`src/rtl/nmr_pkg.sv`:
```
// Shared constants and helpers for the N-modular-redundancy voter.
// Imported by the voter top and its per-bit vote slice.
package nmr_pkg;

    localparam int NMR_MAX_N = 15;
    localparam int NMR_CNT_W = 4;

    function automatic int clog2(input int v);
        int r;
        r = 0;
        while ((1 << r) < v) r = r + 1;
        return r;
    endfunction

endpackage

```
`src/rtl/nmr_voter_bit_vote.sv`:
```
// One bit slice of the majority vote: counts enabled ones and zeros.
// A tie, including no enabled voters, keeps the previous voted bit.
module nmr_bit_vote
    import nmr_pkg::*;
#(
    parameter int N = 9
) (
    input  logic [N-1:0] i_data,
    input  logic [N-1:0] i_en,
    input  logic         i_prev,
    output logic         o_vote,
    output logic         o_tie
);

    localparam int CW = clog2(N + 1);

    logic [CW-1:0] w_ones;
    logic [CW-1:0] w_zeros;

    always_comb begin
        w_ones  = '0;
        w_zeros = '0;
        for (int r = 0; r < N; r++) begin
            if (i_en[r]) begin
                if (i_data[r]) w_ones  = w_ones + CW'(1);
                else           w_zeros = w_zeros + CW'(1);
            end
        end
    end

    assign o_tie  = (w_ones == w_zeros);
    assign o_vote = (w_ones > w_zeros) ? 1'b1 :
                    (w_zeros > w_ones) ? 1'b0 : i_prev;

endmodule

```
`src/rtl/nmr_voter.sv`:
```
// Registered per-bit majority voter over N replicas with strike-based
// per-bit fault isolation and a software-clearable fault mask.
module nmr_voter
    import nmr_pkg::*;
#(
    parameter int WIDTH   = 32,
    parameter int N       = 9,
    parameter int STRIKES = 3
) (
    input  logic               clk,
    input  logic               reset,
    input  logic               in_valid,
    input  logic [N*WIDTH-1:0] replica_data,
    input  logic               clear_mask,
    output logic               out_valid,
    output logic [WIDTH-1:0]   voted,
    output logic               no_majority,
    output logic [N*WIDTH-1:0] fault_mask,
    output logic [N-1:0]       replica_dead,
    output logic               fault_event
);

    localparam logic [NMR_CNT_W-1:0] CNT_LAST = NMR_CNT_W'(STRIKES - 1);

    logic [WIDTH-1:0] w_vote;
    logic [WIDTH-1:0] w_tie;
    logic [N-1:0]     w_set;

    for (genvar b = 0; b < WIDTH; b++) begin : g_bit
        logic [N-1:0] w_d;
        logic [N-1:0] w_e;

        always_comb begin
            w_d = '0;
            w_e = '0;
            for (int r = 0; r < N; r++) begin
                w_d[r] = replica_data[r*WIDTH + b];
                w_e[r] = ~fault_mask[r*WIDTH + b];
            end
        end

        nmr_bit_vote #(.N(N)) u_bit (
            .i_data (w_d),
            .i_en   (w_e),
            .i_prev (voted[b]),
            .o_vote (w_vote[b]),
            .o_tie  (w_tie[b])
        );
    end

    for (genvar r = 0; r < N; r++) begin : g_rep
        logic [NMR_CNT_W-1:0] r_cnt;
        logic [WIDTH-1:0]     r_acc;
        logic [WIDTH-1:0]     r_msk;
        logic                 r_dead;
        logic [NMR_CNT_W-1:0] w_cnt_nxt;
        logic [WIDTH-1:0]     w_acc_nxt;
        logic [WIDTH-1:0]     w_msk_nxt;
        logic [WIDTH-1:0]     w_mm;

        always_comb begin
            w_mm      = (replica_data[r*WIDTH +: WIDTH] ^ w_vote) & ~r_msk;
            w_cnt_nxt = r_cnt;
            w_acc_nxt = r_acc;
            w_msk_nxt = r_msk;
            if (clear_mask) begin
                w_cnt_nxt = '0;
                w_acc_nxt = '0;
                w_msk_nxt = '0;
            end else if (in_valid) begin
                if (w_mm == '0) begin
                    w_cnt_nxt = '0;
                    w_acc_nxt = '0;
                end else if (r_cnt == CNT_LAST) begin
                    w_msk_nxt = r_msk | r_acc | w_mm;
                    w_cnt_nxt = '0;
                    w_acc_nxt = '0;
                end else begin
                    w_cnt_nxt = r_cnt + 1'b1;
                    w_acc_nxt = r_acc | w_mm;
                end
            end
        end

        always_ff @(posedge clk or negedge reset) begin
            if (!reset) begin
                r_cnt  <= '0;
                r_acc  <= '0;
                r_msk  <= '0;
                r_dead <= 1'b0;
            end else begin
                r_cnt  <= w_cnt_nxt;
                r_acc  <= w_acc_nxt;
                r_msk  <= w_msk_nxt;
                r_dead <= &w_msk_nxt;
            end
        end

        assign w_set[r] = |(w_msk_nxt & ~r_msk);
        assign fault_mask[r*WIDTH +: WIDTH] = r_msk;
        assign replica_dead[r] = r_dead;
    end

    always_ff @(posedge clk or negedge reset) begin
        if (!reset) begin
            out_valid   <= 1'b0;
            voted       <= '0;
            no_majority <= 1'b0;
            fault_event <= 1'b0;
        end else begin
            out_valid   <= in_valid;
            fault_event <= |w_set;
            if (in_valid) begin
                voted       <= w_vote;
                no_majority <= |w_tie;
            end
        end
    end

endmodule

```
`config.mk`:
```
export PLATFORM = sky130hd
export DESIGN_NAME = nmr_voter
export DESIGN_NICKNAME = d
export VERILOG_FILES = /design/src/rtl/nmr_pkg.sv /design/src/rtl/nmr_voter_bit_vote.sv /design/src/rtl/nmr_voter.sv
export SDC_FILE = /design/constraint.sdc
export NUM_CORES = 2
export LEC_CHECK = 0
export BUFFER_PORTS_ARGS = -buffer_cell sky130_fd_sc_hd__buf_2
export CAP_MARGIN = 30
export CORE_AREA = 2 2 450 452
export DETAILED_ROUTE_END_ITERATION = 16
export DIE_AREA = 0 0 452 454
export PLACE_DENSITY_LB_ADDON = 0.25
export SYNTH_ARGS = -nofsm -noshare
export SYNTH_HDL_FRONTEND = slang
export SYNTH_SLANG_ARGS = --single-unit
```
`constraint.sdc`:
```
create_clock -name clk -period 23.9 [get_ports clk]
set_input_delay 1.195 -clock clk [delete_from_list [all_inputs] [get_ports clk]]
set_output_delay 1.195 -clock clk [all_outputs]
set_load 0.02 [all_outputs]
```
Word level (Yosys, flattened, before mapping):

Index checks and enable logic that the tools add are counted.

* multiplexer cells: 1324
* magnitude comparators: 64
* bitwise gates (word level): 63
* add/sub/neg operators: 521
* reduce and logical (&&, ||, !) cells: 21
* eq/ne operators: 41

Operators with widths (count)
* 4-bit 2-to-1 mux: 1124
* 32-bit 2-to-1 mux: 72
* 4-bit by 1-bit adder with 4-bit output, second input constant: 521
* 32-bit bitwise OR: 27
* 32-bit AND: 18
* 32-bit logical NOT: 9
* 32-bit inverter: 9
* 32-bit AND reduction: 9
* 288-bit OR reduction: 1
* 32-bit XOR: 9
* 4-bit > comparator: 64
* 4-bit == test: 32
* 1-bit 2-to-1 mux: 128
* 4-bit by 2-bit == test with 1-bit output, second input constant: 9
* 32-bit OR reduction: 1
* 2-bit nonzero test: 1

* word-level logic and storage cells: 2074
* output and inout bits: 332
* flip-flop bits (word level): 656
* bits of input ports: 292

Depth between registers and ports, before layout:

* depth in word-level cells: 38
* gate-level depth with buffers: 38
* gate-level depth less buffers: 35

Hierarchy:

Synthesis repeated with hierarchy kept, for this count alone.

* cells, all modules: 10345
* area, all modules: 81799.7 um^2

Modules (own cells, without submodules)
* nmr_bit_vote: cells each 199, instances 32, sequential area each 0.0 um^2, area each 1468.9 um^2
* nmr_voter: cells each 3977, instances 1, sequential area each 16415.7 um^2, area each 34794.6 um^2

Least setup slack after synthesis:

Ideal clock, no wire load.

* path kind: input to register
* from: input replica_data[14]
* to: register fault_event
* setup slack: 14.934 ns
* library setup time: 0.141 ns
* data required time: 23.759 ns
* path buffers: 2
* stages on the path: 32
* data arrival time: 8.825 ns
* cells stage by stage: and2b_1 -> ha_1 -> mux2_2 -> ha_1 -> mux2_2 -> ha_1 -> mux2_2 -> ha_1 -> mux2_2 -> ha_1 -> mux2_2 -> ha_1 -> mux2_2 -> ha_1 -> mux2_2 -> ha_1 -> mux2_2 -> ha_1 -> nor2b_1 -> o211ai_1 -> a21oi_1 -> buf_2 -> xnor2_1 -> o2111ai_1 -> or4_1 -> o211a_1 -> buf_6 -> o211ai_2 -> nand4b_1 -> or4_1 -> o41ai_2 -> nand4_1

* longest elaborated chain between the ends: 38
* elaborated cells between the ends (all ways): 138
* those cells by class: add/sub (16); order compare (2); mux (74); bitwise (36); reduce/logical (10)

Ends and longest elaborated chain
* start, declared: RTL line nmr_voter.sv:13 `input logic [N*WIDTH-1:0] replica_data,`
* branches (longest 37 deep; another with 4-bit by 1-bit adder with 4-bit output)
* 288-bit OR reduction (*): RTL line nmr_voter.sv:112 `fault_event <= |w_set;`
* end signal, assigned: RTL line nmr_voter.sv:112
* end, declared: RTL line nmr_voter.sv:20 `output logic fault_event`

Mark *: on every way between the ends.
A chain may end at the register's enable or synchronous reset.

Worst setup path after layout:

* from: input replica_data[20]
* to: register fault_event

The elaborated chain is that of the path after synthesis.

==> run_results.csv <==
group,metric,value,unit
synth,synth-simple-area-share,22.1,%
synth,synthMuxAreaShare,11.2,%
drt,routedWlPerCell,33.3,microns
place,hpwlAfterDp,338000,microns
timing,skew,0.0489,ns
synth,netlist_area,69900,sq um
critical_path,cp_common_cell,"ha_1",
timing,relSlewSlack,19.9,%
clock_tree,cts_buffer_depth,3,
synth,synthAdderAreaFrac,11.8,%
place,placed_area,76800,sq um
place,io_buffers,623,
drt,drt_first_pass_iters,5,
critical_path,cp.depth,34,
clock_tree,worstSkewPairLatency,0.75,ns
critical_path,required,24.48,ns
global_route,antenna_found_initial,94,
critical_path,critical_path.slowest_cell,"mux2i_1",
final_layout,layout-drive-gt1-share,15.3,%
critical_path,rr_worst_depth,34,
drt,vias_per_cell,5.82,
place,place_worst_setup_slack,11.58,ns
synth,synth_edf_count,0,
timing,finalHoldViolations,0,
critical_path,arrival,12.35,ns
synth,ys_seq_area_share,23.5,%
die,die_h,454,microns
min_path,worstHoldPathType,"input port to async pin",
critical_path,cp_max_fo,29,
critical_path,criticalPathCategory,"input port to register",
run_status,run_status,"completed",
final_layout,final_cell_mix,"xnor2_1, nand2_1, nor2_1",
timing,setup_slack,12.13,ns
synth,synth_compound_area_share,9.76,%
die,rows,165,
critical_path,critical_path_buf_inv_count,3,
clock_tree,cts_tree,"done",
clock_tree,h-tree-depth,3,
global_route,grt_usage,37.3,%
clock_tree,numCtsBuffers,87,
timing,setup_violations,0,
synth,syn_avg_cell_area,8.23,sq um
synth,ys_ff_latch,656,
drt,postRouteAntennaNets,0,
global_route,grt_pass1_vias,64600,
clock_tree,ctsRootBufferMaster,"clkbuf_16",
synth,syn_nets,9439,
critical_path,crit_family,"simple AND/OR/NAND/NOR gates",
drt,vias,69200,
place,place.gp.congestion,1.10,
die,start_util,34.8,%
timing,fmax,85.0,MHz
synth,yosys_warnings,0,
timing,post-route-min-period,11.77,ns
die,die_w,452,microns
drt,drt-initial-drc-count,8133,
final_layout,finalInstanceArea,80100,sq um
global_route,grt-ovfl-total,0,
global_route,grt_max_degree,99,
clock_tree,postCtsSetupBuffers,0,
synth,synth_top_family_by_area,"simple AND/OR/NAND/NOR gates",
timing,tightest_slew,1.17,ns
timing,slew_viol_final,0,
final_layout,syn2layout_area_growth,14.6,%
final_layout,final_nets,10000,
critical_path,critPathCaptureType,"register",
synth,synth-async-reset-ratio,100,%
timing,setup-tns-final,0,ns
die,dieArea,205000,sq um
drt,wl,397000,microns
die,io_pins,624,
synth,synth.distinct_cells,77,
synth,synthXorXnorAreaFrac,17.8,%
timing,rsz0062_at_grt,"false",
final_layout,mostFrequentLayoutCell,"xnor2_1",
clock_tree,clkTransAtPathRegs,0.06,ns
drt,drc_errors,0,
clock_tree,postCtsHoldBufs,0,
clock_tree,cts.sinks,656,
synth,syn_inst,8489,
synth,yosys_most_used_dff,"dfrtp_1",
die,core_area,201000,sq um
clock_tree,post_cts_resize_count,0,
timing,fin_crit_sh,49.2,%
run,cap_violations,0,
critical_path,critical-path-max-stage-delay,0.78,ns
critical_path,start_kind,"input port",
global_route,grt_pass1_wl,528000,microns
[cells in the mapped netlist, types with 23 or more instances]
library cell / n / share of area [%]
nand4_1: 273 / 2.4
nor2b_1: 426 / 3.8
inv_1: 339 / 1.8
dfrtp_1: 656 / 23
xnor2_1: 945 / 12
nand2b_1: 236 / 2.1
nand2_1: 946 / 5.1
clkbuf_1: 166 / 0.89
a22o_1: 42 / 0.53
o2111ai_1: 51 / 0.64
nand3_1: 91 / 0.65
o21ai_0: 449 / 3.2
a21oi_1: 387 / 2.8
buf_2: 74 / 0.53
o211ai_1: 36 / 0.39
nor4_1: 92 / 0.82
nor2_1: 913 / 4.9
o31ai_1: 44 / 0.47
or4_1: 34 / 0.37
a31oi_1: 33 / 0.30
nor3_1: 120 / 0.86
buf_4: 45 / 0.48
mux2i_1: 379 / 5.4
mux2_2: 353 / 5.7
nand4b_1: 23 / 0.29
xor2_1: 447 / 5.6
ha_1: 658 / 12
[worst reg2reg max path, delay by kind of cell (launching register included)]
family                   cells  cell delay (ns)
AND/OR/NAND/NOR              9             2.81
AO/OA/AOI/OAI                5             1.70
buffers and inverters        4             1.25
XOR/XNOR                     2             0.26
adder cells (fa/ha/maj)      7             2.13
flip-flops                   1             0.82
multiplexers                 7             2.59
[flip-flops by register name, indices dropped and copies added (netlist names)]
name          count
no_majority       1
voted            32
g_rep.r_cnt      36
g_rep.r_dead      9
g_rep.r_acc     288
fault_event       1
out_valid         1
g_rep.r_msk     288
[metrics by stage]
step	hold WS [ns]	util, %	std cells
floorplan	0.440	-	8489
global placement	0.451	38.0	11600
detailed placement	0.457	38.2	11700
CTS	0.469	39.7	11800
global route	0.480	39.8	11900
finish	0.414	39.9	11900
[kinds of logic (layout without fill, tap and decap cells)]
group,after synthesis,in the layout
adder cells (fa/ha/maj),658,658
AND/OR/NAND/NOR,3223,3223
multiplexers,734,734
XOR/XNOR,1409,1409
flip-flops,656,656
buffers and inverters,645,1316
AO/OA/AOI/OAI,1164,1164
other,0,63
[per-layer routing]
| layer | vias up | global-route usage [%] | routed length [microns] |
|---|---|---|---|
| li1 | 30500 | - | - |
| met1 | 34000 | 45.7 | 155000 |
| met2 | 3686 | 55.8 | 167000 |
| met3 | 894 | 10.2 | 39400 |
| met4 | 60 | 27.8 | 35200 |
| met5 | - | 0 | 415 |
[path summary, 6_finish.rpt]
| check | start | to | slack (ns) |
|---|---|---|---|
| min in group clk | g_rep[3].r_acc[14] | g_rep[3].r_acc[14] | 0.47 |
| setup / recovery | replica_data[20] | fault_event | 12.13 |
| hold reg to reg | g_rep[3].r_acc[14] | g_rep[3].r_acc[14] | 0.47 |
| hold / removal | reset | voted[8] | 0.41 |
| max in group asynchronous | reset | voted[12] | 20.31 |
| setup reg to reg | g_rep[0].r_msk[29] | g_rep[6].r_acc[10] | 12.13 |
[area by class of cell]
type	instances	area, sq um
sequential	656	16400
tap	2672	3340
inverter	339	1270
multi-input combinational	7188	51100
clock buffer	119	2510
clock inverter	36	533
antenna	63	158
fill	20600	121000
timing repair buffer	822	4730
Power is not shown: default switching activity piles up to over one toggle a cycle in this logic, so the estimate is an artifact.
